===== src/rtl/tdm_demux_16.sv =====
`default_nettype none
// ============================================================================
// Module      : tdm_demux_16
// Description : Sixteen-channel time-division demultiplexer. Collects a
//               bit-serial stream (channel 0 marked by in_sof) into a 16-bit
//               parallel frame and presents it with a one-cycle valid strobe.
//               Framing violations raise a one-cycle frame_err pulse.
// Revision    : 1.0 - initial release
// ============================================================================
module tdm_demux_16 #(
  parameter int CHANNELS = 16,
  parameter int SEL_W    = 4
) (
  input  logic                clk,
  input  logic                rst_n,
  input  logic                in_valid,
  input  logic                in_bit,
  input  logic                in_sof,
  output logic [CHANNELS-1:0] out_data,
  output logic                out_valid,
  output logic [SEL_W-1:0]    sel_out,
  output logic                frame_err,
  output logic                busy
);

  // Last channel index: the beat that completes a frame.
  localparam logic [SEL_W-1:0] LAST_CH = SEL_W'(CHANNELS - 1);

  typedef enum logic [0:0] {
    IDLE    = 1'b0,
    COLLECT = 1'b1
  } state_t;

  state_t                state_q,     state_d;
  logic [SEL_W-1:0]      ch_q,        ch_d;
  logic [CHANNELS-2:0]   shadow_q,    shadow_d;
  logic [CHANNELS-1:0]   out_data_q,  out_data_d;
  logic                  out_valid_q, out_valid_d;
  logic                  frame_err_q, frame_err_d;

  // Next-state and output computation; pulses default low every cycle.
  always_comb begin
    state_d     = state_q;
    ch_d        = ch_q;
    shadow_d    = shadow_q;
    out_data_d  = out_data_q;
    out_valid_d = 1'b0;
    frame_err_d = 1'b0;

    if (in_valid) begin
      case (state_q)
        IDLE: begin
          // Hunting for sync: only an SOF beat is taken, others are dropped silently.
          if (in_sof) begin
            shadow_d[0] = in_bit;
            ch_d        = SEL_W'(1);
            state_d     = COLLECT;
          end
        end

        COLLECT: begin
          if (in_sof) begin
            // SOF at channel 0 is a normal frame start; anywhere else it is a
            // resync that abandons the partial frame.
            if (ch_q != '0) begin
              frame_err_d = 1'b1;
            end
            shadow_d[0] = in_bit;
            ch_d        = SEL_W'(1);
          end else if (ch_q == '0) begin
            // Expected a new frame start but sync was lost.
            frame_err_d = 1'b1;
            state_d     = IDLE;
          end else if (ch_q == LAST_CH) begin
            out_data_d  = {in_bit, shadow_q};
            out_valid_d = 1'b1;
            ch_d        = '0;
          end else begin
            for (int i = 1; i < CHANNELS - 1; i++) begin
              if (ch_q == SEL_W'(i)) begin
                shadow_d[i] = in_bit;
              end
            end
            ch_d = ch_q + SEL_W'(1);
          end
        end

        default: begin
          state_d = IDLE;
        end
      endcase
    end
  end

  // State and output registers with asynchronous active-low reset.
  always_ff @(posedge clk or negedge rst_n) begin
    if (!rst_n) begin
      state_q     <= IDLE;
      ch_q        <= '0;
      shadow_q    <= '0;
      out_data_q  <= '0;
      out_valid_q <= 1'b0;
      frame_err_q <= 1'b0;
    end else begin
      state_q     <= state_d;
      ch_q        <= ch_d;
      shadow_q    <= shadow_d;
      out_data_q  <= out_data_d;
      out_valid_q <= out_valid_d;
      frame_err_q <= frame_err_d;
    end
  end

  assign out_data  = out_data_q;
  assign out_valid = out_valid_q;
  assign frame_err = frame_err_q;
  assign sel_out   = ch_q;
  assign busy      = (state_q == COLLECT);

endmodule
`default_nettype wire


===== config.mk =====
export PLATFORM = sky130hd
export DESIGN_NAME = tdm_demux_16
export DESIGN_NICKNAME = d
export VERILOG_FILES = /design/src/rtl/tdm_demux_16.sv
export SDC_FILE = /design/constraint.sdc
export NUM_CORES = 1
export LEC_CHECK = 0
export ABC_AREA = 0
export BUFFER_PORTS_ARGS = -buffer_cell sky130_fd_sc_hd__clkbuf_2
export CORE_ASPECT_RATIO = 0.8
export CORE_UTILIZATION = 59
export DETAILED_ROUTE_END_ITERATION = 8
export PLACE_DENSITY = 0.83
export SLEW_MARGIN = 20
export SYNTH_ARGS = -nofsm -noshare
export SYNTH_HDL_FRONTEND = slang
export SYNTH_SLANG_ARGS = --single-unit

===== constraint.sdc =====
create_clock -name clk -period 2.8 [get_ports clk]
set_input_delay 0.84 -clock clk [delete_from_list [all_inputs] [get_ports clk]]
set_output_delay 0.84 -clock clk [all_outputs]
set_load 0.02 [all_outputs]

Yosys cells after proc, flatten, opt, wreduce, memory -nomap -nowiden
Index checks and enable logic that the tools add are counted.
{"block": "totals", "reg_bits": 38}
{"block": "op_classes", "add_sub_neg": 1, "eq_ne": 17, "muxes": 20, "bitwise_logic": 4, "n_reduce_logical": 19}
{"cell": "6-bit AND reduction", "n": 14}
{"cell": "4-bit == test (second input constant)", "n": 8}
{"cell": "4-bit by 3-bit == test with 1-bit output (second input constant)", "n": 4}
{"cell": "4-bit two-way mux", "n": 4}
{"cell": "1-bit two-way mux", "n": 14}
{"cell": "4-bit by 2-bit == test with 1-bit output (second input constant)", "n": 2}
{"cell": "4-bit one-hot mux with 2 select lines", "n": 1}
{"cell": "5-bit AND reduction", "n": 1}
{"cell": "4-bit by 1-bit adder with 4-bit output (second input constant)", "n": 1}
{"cell": "4-bit by 1-bit == test with 1-bit output (second input constant)", "n": 1}
{"cell": "4-bit logical NOT", "n": 1}
{"cell": "1-bit NOT", "n": 4}
{"cell": "4-bit nonzero test", "n": 1}
{"cell": "3-bit inequality test (second input constant)", "n": 1}
{"cell": "3-bit AND reduction", "n": 1}
{"cell": "2-bit inequality test (second input constant)", "n": 1}
{"cell": "1-bit one-hot mux with 2 select lines", "n": 1}
{"cell": "2-bit AND reduction", "n": 1}

Longest topological paths before layout
Gate-level depths: netlist of run 1.
{"block": "logic_depth", "ltp_word": 6, "depth_mapped": 6}

Least setup slack after synthesis of run 1
OpenSTA, ideal clock, no wires.
{"block": "synth_timing", "path_type": "in2reg", "start": "in in_valid", "end": "reg out_data_q[1] (netlist: out_data[1])", "t_arrival_ns": 1.841, "required_ns": 2.675, "slack_ns": 0.834, "stages": 5, "path_buffers": 2, "cell_sequence": "buf_2 nand4_4 nor2_8 buf_12 mux2_4"}
{"block": "synth_via", "elab_chain_cells": 1}
{"element": "start, declared", "line_no": "16", "rtl": "input logic in_valid,"}
{"element": "5-bit AND reduction (no line)"}
{"element": "end signal, assigned", "line_no": "108", "rtl": "out_data_q <= out_data_d;"}
{"element": "end, declared", "line_no": "37", "rtl": "logic [CHANNELS-1:0] out_data_q, out_data_d;"}
Every way passes these cells.
A chain may end at the register's enable or synchronous reset.

Worst setup path in the final report of run 1
{"block": "layout_timing", "start": "reg state_q (netlist: busy)", "end": "out busy"}
{"element": "start, declared", "line_no": "34", "rtl": "state_t state_q, state_d;"}
{"element": "start signal, assigned", "line_no": "105", "rtl": "state_q <= state_d;"}
{"element": "end, declared", "line_no": "23", "rtl": "output logic busy"}
No word-level cell between the ends.

==> results of run 1 <==
## cells in the mapped netlist
cell type / count / area share (%)
sky130_fd_sc_hd__mux2_4: 9 / 7.6
sky130_fd_sc_hd__a31oi_1: 1 / 0.35
sky130_fd_sc_hd__nor3b_1: 4 / 1.7
sky130_fd_sc_hd__inv_2: 1 / 0.21
sky130_fd_sc_hd__nand2_2: 1 / 0.35
sky130_fd_sc_hd__mux2_2: 22 / 14
sky130_fd_sc_hd__nand3b_1: 2 / 0.84
sky130_fd_sc_hd__clkbuf_1: 1 / 0.21
sky130_fd_sc_hd__ha_1: 5 / 3.5
sky130_fd_sc_hd__nand4_4: 1 / 1.2
sky130_fd_sc_hd__nor2_1: 8 / 1.7
sky130_fd_sc_hd__a31o_2: 1 / 0.49
sky130_fd_sc_hd__mux2i_1: 1 / 0.56
sky130_fd_sc_hd__buf_12: 1 / 1.1
sky130_fd_sc_hd__and3b_1: 1 / 0.49
sky130_fd_sc_hd__nor3_2: 1 / 0.56
sky130_fd_sc_hd__nor4_2: 1 / 0.70
sky130_fd_sc_hd__buf_2: 4 / 1.1
sky130_fd_sc_hd__nand2b_4: 1 / 0.77
sky130_fd_sc_hd__nand2b_1: 1 / 0.35
sky130_fd_sc_hd__nor2_8: 1 / 1.1
sky130_fd_sc_hd__inv_1: 3 / 0.63
sky130_fd_sc_hd__nor2b_1: 1 / 0.35
sky130_fd_sc_hd__nand3_1: 6 / 1.7
sky130_fd_sc_hd__o21ai_0: 4 / 1.1
sky130_fd_sc_hd__o21ai_1: 1 / 0.28
sky130_fd_sc_hd__a21oi_1: 2 / 0.56
sky130_fd_sc_hd__o41ai_1: 1 / 0.49
sky130_fd_sc_hd__dfrtp_1: 38 / 54
sky130_fd_sc_hd__nor4_1: 2 / 0.70
sky130_fd_sc_hd__nand2_1: 8 / 1.7
## cell families after synthesis
logic type	Yosys count	synth area share, %
AOI/OAI and AO/OA	10	3.31
adders and majority gates	5	3.52
buffers and inverters	10	3.31
DFF	38	53.5
muxes	32	22.1
and+or+nand+nor	39	14.2
## state kept, by name, summed over array words and instances, names as in the netlist
register   cells
sel_out        4
out_data      16
frame_err      1
out_valid      1
shadow_q      15
busy           1
## per-stage QoR
step                area [um^2]  power (uW)
floorplan                  1780         982
global placement           1920        1070
detailed placement         1920        1090
CTS                        2020        1540
global route               2020        1620
finish                     2020        1520
## path summary, 6_finish.rpt
| check | from | to | slack (ps) | cells past startpoint |
|---|---|---|---|---|
| min in group asynchronous | rst_n | shadow_q[6] | 670 | 1 |
| max | busy | busy | 720 | 1 |
| max reg2reg | sel_out[1] | out_data[15] | 920 | 4 |
| min reg2reg | shadow_q[0] | out_data[0] | 500 | 1 |
| max in group asynchronous | rst_n | out_data[15] | 1570 | 1 |
| min | shadow_q[0] | out_data[0] | 500 | 1 |
## power by group through the flow
| stage | combinational (uW) | sequential (uW) | clock, uW |
|---|---|---|---|
| 6_report | 345 | 733 | 446 |
| 5_1_grt | 386 | 752 | 480 |
| 4_1_cts | 347 | 734 | 457 |
| 3_5_place_dp | 343 | 743 | 0 |
| 3_3_place_gp | 337 | 734 | 0 |
| 2_1_floorplan | 247 | 735 | 0 |
## final cells by class
cell class                 instances  area, um^2  area share, %
sequential                        38         951           47.0
clock inverter                     1        30.0           1.49
clock buffer                       7        76.3           3.77
timing repair buffer              27         135           6.68
tap                               38        47.5           2.35
multi-input combinational         86         767           37.9
inverter                           4        15.0          0.743
## layer usage
metal | track usage, % | vias to the layer above | wire length, um
li1 | - | 531 | -
met3 | 8.93 | 2 | 159
met5 | 0 | - | 0
met2 | 31.9 | 37 | 1360
met1 | 27.4 | 543 | 1390
met4 | 11.0 | 0 | 26
==> run summary, run 1 <==
- completed — outcome
- built — TritonCTS clock tree
- 0 — Overflow after GRT
- 63.4 um — Chip Width
- 14.6 um — Avg WL per Cell
- 0 — initial antenna violation count
- 198 — # fillers
- 38 — clock sink total
- 63.3% — starting density of the core
- 44.2% — share of layout cells above drive strength 1
- 1040 uW — Int Pwr
- 72.0% — fraction of the core area covered by cells at the end of the flow
- 29.3% — Clock power frac
- 1077 — number of global-route vias before repair
- 2080 ps — final worst path period need
- flip-flops — cell class contributing the biggest share of worst-path delay
- 5.54 — via density per instance
- sky130_fd_sc_hd__dfrtp_1 — highest-delay cell along the critical path
- 51.1 um — die boundary height
- 3240 um^2 — Die ar.
- 9.36 ps — setup clock skew after layout
- 0 — Max Transition Viols Final
- 503 ps — Final Hold Slack
- 31.8% — switch share
- 290 ps — clock latency on the worst-skew pair
- 0.00103 uW — standby leakage power
- 13.3 um^2 — post-synthesis area per instance
- register to register — Hold Crit Class
- 0 — post-CTS sizing
- 481 MHz — Highest Clock Rate
- 31 — count of unique library cells instantiated by Yosys
- 754 nW/um^2 — Power Dens Cells
- 134 — gate count after technology mapping
- 21.6% — overall fraction of global-route tracks in use
- 0 — number of setup buffers added after CTS
- 0 — final routed DRC violation total
- 0.840 — global placement routability congestion
- 172 — Final Net Count
- 53.5% — portion of the post-synthesis area used by sequential elements
- 39 — largest net degree at the start of global routing
- 5 — number of clock buffers inserted by TritonCTS
- register to output port — start-to-end type of the worst setup path
- sky130_fd_sc_hd__dfrtp_1, sky130_fd_sc_hd__clkbuf_2, sky130_fd_sc_hd__mux2_2, sky130_fd_sc_hd__mux2_4 — highest-count cells in the layout ignoring fill and taps
- 1960 ps — Data required, critical path
- 0 — number of failing hold endpoints at the final stage
- 70 ps — clock transition at the registers of the reported paths
- 13.8% — relative area change from synthesis to final layout
- 902 ps — transition at the pin with the smallest max-transition slack
- clkbuf_2 — Critical Path, Cell by Cell
- 22.6% — combinational cell fraction of total power
- 4 — 1st-pass router iterations
- 0 — diodes inserted
- 2810 um^2 — core region area
- 17 — largest fanout of any net on the critical path
- 27 — number of port buffers
- 17 — total number of placement rows
- 0 — number of violations of the max-capacitance limit
- 0.616 mV — worst supply voltage drop on vdd
- 2 — deepest level of the CTS H-tree
- 28 — count of boundary I/O pins
- register — sort of element at the start of the critical path
- 486 uW — reported net switching power
- 144 — Synth Net Count
- 721 ps — crit path setup slack, layout
- 666 ps — Setup WS pre-CTS
- 1780 um^2 — netlist area before placement
- 0 — number of warnings issued by yosys
- 48.1% — proportion of power drawn by flip-flops and latches
- 1240 ps — data arrival time of the critical path
- 2 — maximum clock insertion buffer count
- 0 — Setup violations, final
- 201 — count of non-filler cells in the finished layout
- 43 — number of DRC violations after detailed-routing iteration 0
- 1 — total buffers and inverters traversed by the critical path
- 5080 um — first-pass GRT wire length
- 690 ps — slowest stage delay, CP
- 2000 um — Final HPWL DP
- 74.3% — final cycle utilization of the critical path
- 193 — number of cells after detailed placement
- 38 — Synth Register Bits
- 39.8% — worst-case headroom to the max-slew limit
- 0 ps — Final TNS setup
- sky130_fd_sc_hd__clkbuf_8 — Root Buffer Master
- output port — kind of end point of the critical path
- 0 — number of hold buffers added after cts
- 1113 — via count
- 0 — Antenna Violating Nets Remaining
- no — setup repair after global routing missed its margin
- sky130_fd_sc_hd__dfrtp_1 — leading cell type in the layout, fill and taps excluded
- 2940 um — final wirelength
Power figures use the tool's default switching activity.
==> run 2, diff against run 1 <==
--- a/config.mk
+++ b/config.mk
@@ -8,9 +8,9 @@
 export ABC_AREA = 0
 export BUFFER_PORTS_ARGS = -buffer_cell sky130_fd_sc_hd__clkbuf_2
 export CORE_ASPECT_RATIO = 0.8
-export CORE_UTILIZATION = 59
+export CORE_UTILIZATION = 50
 export DETAILED_ROUTE_END_ITERATION = 8
-export PLACE_DENSITY = 0.83
+export PLACE_DENSITY = 0.75
 export SLEW_MARGIN = 20
 export SYNTH_ARGS = -nofsm -noshare
 export SYNTH_HDL_FRONTEND = slang
==> constraint.sdc (replaced) <==
create_clock -name clk -period 1.7 [get_ports clk]
set_input_delay 0.51 -clock clk [delete_from_list [all_inputs] [get_ports clk]]
set_output_delay 0.51 -clock clk [all_outputs]
set_load 0.02 [all_outputs]
==> run 2 against run 1 <==
Effect of this change:
- critical path depth is 1 higher
- largest power group unchanged
- die area is 17% higher
- highest routed layer unchanged
- cell area is 6.1% higher
==> run summary, run 2 (synthesis results as in run 1) <==
- completed — outcome
- 28 — count of boundary I/O pins, unchanged
- out_data[14] — reg2reg end
- 214 — count of non-filler cells in the finished layout, +6.5%
- 30.4% — met2 track utilization from global routing, -1.5 points
- 2520 um — Final HPWL DP, +26%
- 17.2 ps — Setup WS pre-CTS, -649 ps
- 5 — number of cells on the worst reg-to-reg path, +1
- 0 — Setup violations, final, unchanged
- 2030 um^2 — area post-placement, +6.0%
- 487 ps — transition at the pin with the smallest max-transition slack, -416 ps
- 0 — number of violations of the max-capacitance limit, unchanged
- 5.49 — via density per instance, -0.93%
- 54.8 ps — crit path setup slack, layout, -666 ps
- 1190 ps — Data required, critical path, -770 ps
- 5680 um — first-pass GRT wire length, +12%
- 5 — number of clock buffers inserted by TritonCTS, unchanged
- 20 — number of DRC violations after detailed-routing iteration 0, -53%
- 0 — Antenna Violating Nets Remaining, unchanged
- 0 — initial antenna violation count, unchanged
- 0 — number of failing hold endpoints at the final stage, unchanged
- 1190 nW/um^2 — Power Dens Cells, +58%
- 80 ps — clock transition at the registers of the reported paths, about the same
- buf_4 > clkbuf_2 — Critical Path, Cell by Cell
- 28.9% — routing usage on met1, +1.5 points
- 1174 — via count, +5.5%
- 0.858 — global placement routability congestion, +2.1%
- 290 ps — clock latency on the worst-skew pair, about the same
- sky130_fd_sc_hd__dfrtp_1 — leading cell type in the layout, fill and taps excluded
- 5.70 ps — setup clock skew after layout, -3.66 ps
- 1650 ps — final worst path period need
- 16 — number of flip-flops under the largest register name, unchanged
- 0 — diodes inserted, unchanged
- 8 — largest fanout of any net on the critical path, -9
- 2140 um^2 — post-route cell area, +6.1%
- 4 — 1st-pass router iterations, unchanged
- 20.7% — relative area change from synthesis to final layout
- met2 — routing layer with the top usage in global route
- 4.96% — met3 demand-to-capacity share in global routing, -4.0 points
- 2 — deepest level of the CTS H-tree, unchanged
- 1140 ps — data arrival time of the critical path, -100 ps
- no — setup repair after global routing missed its margin
- 67.6% — worst-case headroom to the max-slew limit, +28 points
- 23 — largest net degree at the start of global routing, -41%
- 3420 um — final wirelength, +16%
- 96.8% — final cycle utilization of the critical path
- register to output port — start-to-end type of the worst setup path
- 0 — number of setup buffers added after CTS, unchanged
- 1192 — number of global-route vias before repair, +11%
- 68.6 um — Chip Width, +8.3%
- 3800 um^2 — Die ar., +17%
- 608 MHz — Highest Clock Rate
- 54.8% — starting density of the core, -8.5 points
- 16.0 um — Avg WL per Cell, +9.3%
- 0 — Max Transition Viols Final, unchanged
- register — sort of element at the start of the critical path
- output port — kind of end point of the critical path
- 0 — Overflow after GRT, unchanged
- 0 — final routed DRC violation total, unchanged
- 52.3% — share of layout cells above drive strength 1, +8.1 points
- 2 — maximum clock insertion buffer count, unchanged
- 55.3 um — die boundary height, +8.3%
- 18 — total number of placement rows, +1
- 3240 um^2 — core region area, +16%
- 206 — number of cells after detailed placement, +6.7%
- 460 ps — slowest stage delay, CP, -230 ps
- 0.00108 uW — standby leakage power, +5.2%
- sel_out[1] — worst reg2reg path startpoint
- 183 — Final Net Count, +6.4%
- sky130_fd_sc_hd__dfrtp_1 — highest-delay cell along the critical path
- primary input to asynchronous set/reset pin — Hold Crit Class
- 0.742 mV — worst supply voltage drop on vdd, +20%
- 0 ps — Final TNS setup, unchanged
- sky130_fd_sc_hd__clkbuf_8 — Root Buffer Master
- 38 — clock sink total, unchanged
- 70 ps — worst setup slack for register-to-register paths, -850 ps
- 20.8% — overall fraction of global-route tracks in use, -0.79 points
- built — TritonCTS clock tree
- sky130_fd_sc_hd__dfrtp_1, sky130_fd_sc_hd__clkbuf_2, sky130_fd_sc_hd__mux2_2, sky130_fd_sc_hd__mux2_4, sky130_fd_sc_hd__buf_4 — highest-count cells in the layout ignoring fill and taps
- 27 — number of port buffers, unchanged
-- run 2: changes by cell type in the layout (fill, tap and decap cells not counted), sizes merged --
| cell | delta |
|---|---|
| bufinv | -1 |
| buf | +11 |
| clkinvlp | +1 |
| clkinv | +1 |
| clkbuf | -1 |
-- run 2: layout make-up --
cell class                      instances  area (um^2)
Clock buffer                            6         82.6
Clock inverter                          2         12.5
Fill cell                             260         1100
Inverter                                4         15.0
Multi-Input combinational cell         86          787
Sequential cell                        38          955
Tap cell                               40         50.0
Timing Repair Buffer                   38          243
-- run 2: worst max-delay path: cells and delay by family, from the launching register on --
kind | cells | cell delay, ps
buf+inv | 2 | 390
flops | 1 | 460
-- run 2: layer usage --
layer  vias up  part of all wire (%)
met1       588                    47
met3         7                   4.0
met2        33                    48
met4         0                   1.5
li1        546                     -
met5         -                     0
-- run 2: worst max-delay path by stage --
| stage | startpoint | endpoint | slack, ps | cells past startpoint |
|---|---|---|---|---|
| detailed placement | in_valid | out_data[7] | 20 | 5 |
| finish | sel_out[2] | sel_out[2] | 50 | 2 |
| CTS | busy | busy | 0.6 | 2 |
| floorplan | sel_out[1] | out_data[1] | 50 | 5 |
| global route | sel_out[3] | sel_out[3] | 3 | 2 |
| global placement | in_valid | shadow_q[12] | 50 | 5 |
-- run 2: metrics by stage --
step                total power, uW  hold slack (ps)  utilization (%)
floorplan                      1630              214                -
global placement               1850              483             62.6
detailed placement             1890              493             62.6
CTS                            2530              179             65.5
global route                   2690              192             66.1
finish                         2550              161             66.1
-- run 2: repair_timing --
action | in CTS | in global routing
hold endpoints to repair | 0 | 0
hold buffers | 0 | 0
gates resized for setup | 0 | 4
setup endpoints to repair | 0 | 5
-- run 2: where the power goes --
group / leakage (uW) / switching [uW] / internal [uW]
clock: 0.0000472 / 322 / 326
combinational: 0.000522 / 420 / 314
sequential: 0.000510 / 132 / 1040
==> run 3, diff against run 2 <==
--- a/config.mk
+++ b/config.mk
@@ -5,12 +5,12 @@
 export SDC_FILE = /design/constraint.sdc
 export NUM_CORES = 1
 export LEC_CHECK = 0
-export ABC_AREA = 0
+export ABC_AREA = 1
 export BUFFER_PORTS_ARGS = -buffer_cell sky130_fd_sc_hd__clkbuf_2
 export CORE_ASPECT_RATIO = 0.8
-export CORE_UTILIZATION = 50
+export CORE_UTILIZATION = 49
 export DETAILED_ROUTE_END_ITERATION = 8
-export PLACE_DENSITY = 0.75
+export PLACE_DENSITY_LB_ADDON = 0.15
 export SLEW_MARGIN = 20
 export SYNTH_ARGS = -nofsm -noshare
 export SYNTH_HDL_FRONTEND = slang
==> run 3 against run 2 <==
Effect of this change:
- final cell count rose by 24%
- sequential share of layout area rose by 4.3 points
- clock power barely moved
- utilization fell by 4.8 points
==> run summary, run 3 <==
- completed — outcome
- 1260 nW/um^2 — Power Dens Cells, +5.6%
- 8 — number of cells on the worst reg-to-reg path, +3
- clkbuf_2 — Critical Path, Cell by Cell
- 468 ps — transition at the pin with the smallest max-transition slack, -18.9 ps
- 28 — count of boundary I/O pins, unchanged
- 1 — total buffers and inverters traversed by the critical path, -1
- 160 ps — crit path setup slack, layout, +105 ps
- 68.8% — worst-case headroom to the max-slew limit, +1.3 points
- no — setup repair after global routing missed its margin
- 8.73 um^2 — post-synthesis area per instance, -34%
- 1290 — via count, +9.9%
- 617 um^2 — footprint of the multi-input gates, -22%
- 38 — clock sink total, unchanged
- 1540 ps — final worst path period need, -105 ps
- sky130_fd_sc_hd__nand2_1, sky130_fd_sc_hd__dfrtp_1, sky130_fd_sc_hd__o21ai_0 — leading post-synthesis cells by instance count
- 5 — number of clock buffers inserted by TritonCTS, unchanged
- 2 — deepest level of the CTS H-tree, unchanged
- sky130_fd_sc_hd__dfrtp_1, sky130_fd_sc_hd__nand2_1, sky130_fd_sc_hd__o21ai_0, sky130_fd_sc_hd__ha_1, sky130_fd_sc_hd__inv_1 — cell types occupying the most area after synthesis
- 0.923 mV — worst supply voltage drop on vdd, +24%
- 9 — largest fanout of any net on the critical path, +1
- 2 — maximum clock insertion buffer count, unchanged
- 0 — number of failing hold endpoints at the final stage, unchanged
- sel_out[0] — worst reg2reg path startpoint
- 0 — number of setup buffers added after CTS, unchanged
- 290 ps — clock latency on the worst-skew pair, about the same
- output port — kind of end point of the critical path
- 0 — diodes inserted, unchanged
- primary input to asynchronous set/reset pin — Hold Crit Class
- 0 — count of flip-flops with a built-in enable after synthesis, unchanged
- 280 — # fillers, +7.7%
- 70 ps — clock transition at the registers of the reported paths, about the same
- 1190 ps — Data required, critical path, about the same
- 0 — Overflow after GRT, unchanged
- 4 — 1st-pass router iterations, unchanged
- 52.8% — starting density of the core, -2.0 points
- 166 ps — Setup WS pre-CTS, +148 ps
- 54.3 um — die boundary height, -1.8%
- 0 — post-CTS sizing, unchanged
- 1030 ps — data arrival time of the critical path, -110 ps
- 56.8% — portion of the post-synthesis area used by sequential elements, +3.2 points
- 100% — async set-reset flop share out of synthesis, unchanged
- 12.1 um — Avg WL per Cell, -24%
- 1680 um^2 — netlist area before placement, -5.7%
- 0.00109 uW — standby leakage power, +1.1%
- shadow_q[3] — reg2reg end
- sky130_fd_sc_hd__dfrtp_1 — most used flip-flop cell after synthesis
- 38 — Synth Register Bits, unchanged
- sky130_fd_sc_hd__nand2_1, sky130_fd_sc_hd__dfrtp_1, sky130_fd_sc_hd__clkbuf_2, sky130_fd_sc_hd__o21ai_0, sky130_fd_sc_hd__inv_1 — highest-count cells in the layout ignoring fill and taps
- sky130_fd_sc_hd__nand2_1 — leading cell type in the layout, fill and taps excluded
- 3180 um^2 — core region area, -2.1%
- sky130_fd_sc_hd__clkbuf_8 — Root Buffer Master
- register — sort of element at the start of the critical path
- 5380 um — first-pass GRT wire length, -5.2%
- 0.799 — global placement routability congestion, -6.9%
- flip-flops — cell class contributing the biggest share of worst-path delay
- 18 — total number of placement rows, unchanged
- 27 — number of port buffers, unchanged
- 23 — largest net degree at the start of global routing, unchanged
- 510 ps — slowest stage delay, CP, +50 ps
- sky130_fd_sc_hd__dfrtp_1 — highest-delay cell along the critical path
- 90.6% — final cycle utilization of the critical path, -6.2 points
- 0 — Max Transition Viols Final, unchanged
- 4.87 — via density per instance, -11%
- 56.8% — area share of the largest cell type after synthesis, +3.2 points
- 91 — number of DRC violations after detailed-routing iteration 0, +360%
- 0 — number of hold buffers added after cts, unchanged
- 16 — number of flip-flops under the largest register name, unchanged
- 0 — Antenna Violating Nets Remaining, unchanged
- 16.3% — relative area change from synthesis to final layout
- 265 — count of non-filler cells in the finished layout, +24%
- 0 — final routed DRC violation total, unchanged
- 20.0% — share of layout cells above drive strength 1, -32 points
- 2450 uW — Design Power, -4.1%
- built — TritonCTS clock tree
- 257 — number of cells after detailed placement, +25%
- 0 — Setup violations, final, unchanged
- register to output port — start-to-end type of the worst setup path
- 3210 um — final wirelength, -6.1%
- 1159 — number of global-route vias before repair, -2.8%
- 61.3% — fraction of the core area covered by cells at the end of the flow, -4.8 points
- 0 — number of warnings issued by yosys, unchanged
- 6.18 ps — setup clock skew after layout, +0.485 ps
- 0 — number of violations of the max-capacitance limit, unchanged
- 22 — count of unique library cells instantiated by Yosys, -29%
- 280 ps — worst setup slack for register-to-register paths, +210 ps
- 3660 um^2 — Die ar., -3.7%
- 0 — initial antenna violation count, unchanged
- 192 — gate count after technology mapping, +43%
- 2330 um — Final HPWL DP, -7.7%
- 0 ps — Final TNS setup, unchanged
- 951 um^2 — sequential cell area, -0.39%
- 649 MHz — Highest Clock Rate, +6.8%
- sky130_fd_sc_hd__nand2_1 — most used standard cell by instance count after synthesis
- 234 — Final Net Count, +28%
- 202 — Synth Net Count, +40%
- sky130_fd_sc_hd__dfrtp_1 — biggest area consumer among synthesized cells
- 67.4 um — Chip Width, -1.9%
- 20.9% — overall fraction of global-route tracks in use, +0.042 points
-- run 3: cell count changes after synthesis, sizes merged, moves of 3 or more --
cell,previous run,this run
o21ai,5,21
nand2,9,85
nor4,3,0
inv,4,18
nor3b,4,0
mux2,31,0
-- run 3: stage by stage --
stage               area [um^2]  hold slack, ps
floorplan                  1680             214
global placement           1850             464
detailed placement         1850             463
CTS                        1950             169
global route               1950             189
finish                     1950             155
-- run 3: layout make-up --
cell class              instances  share of cell area [%]
flip-flops and latches         38                    48.8
multi-input cells             132                    31.7
clock buffers                   6                    4.24
clock inverters                 2                   0.642
well taps                      40                    2.57
inverters                      18                    3.73
repair buffers                 29                    8.35
-- run 3: layer usage --
| layer | up-vias | global-route usage [%] | wire length [um] |
|---|---|---|---|
| li1 | 669 | - | - |
| met5 | - | 0 | 0 |
| met4 | 0 | 9.57 | 57 |
| met2 | 27 | 32.2 | 1430 |
| met1 | 587 | 27.6 | 1580 |
| met3 | 7 | 5.63 | 143 |
-- run 3: worst max path at each step --
stage,from,depth (start not counted),end
2_1_floorplan,sel_out[1],7,out_data[0]
3_3_place_gp,in_sof,8,out_data[14]
3_5_place_dp,in_sof,8,out_data[14]
4_1_cts,busy,1,busy
5_1_grt,sel_out[0],8,shadow_q[3]
6_report,busy,1,busy
-- run 3: power by group --
part	internal [uW]	leakage, uW	switching, uW
registers	1040	0.000516	119
logic	212	0.000528	433
clock network	326	0.0000472	318
total	1580	0.00109	870
-- run 3: logic make-up (layout without fill, tap and decap cells) --
kind of cell / count (synthesis) / after routing / synth area share [%]
buffers and inverters: 22 / 55 / 6.42
AO/OA/AOI/OAI: 23 / 23 / 7.09
adder cells (fa/ha/maj): 5 / 5 / 3.73
AND/OR/NAND/NOR: 104 / 104 / 26.0
flip-flops: 38 / 38 / 56.8
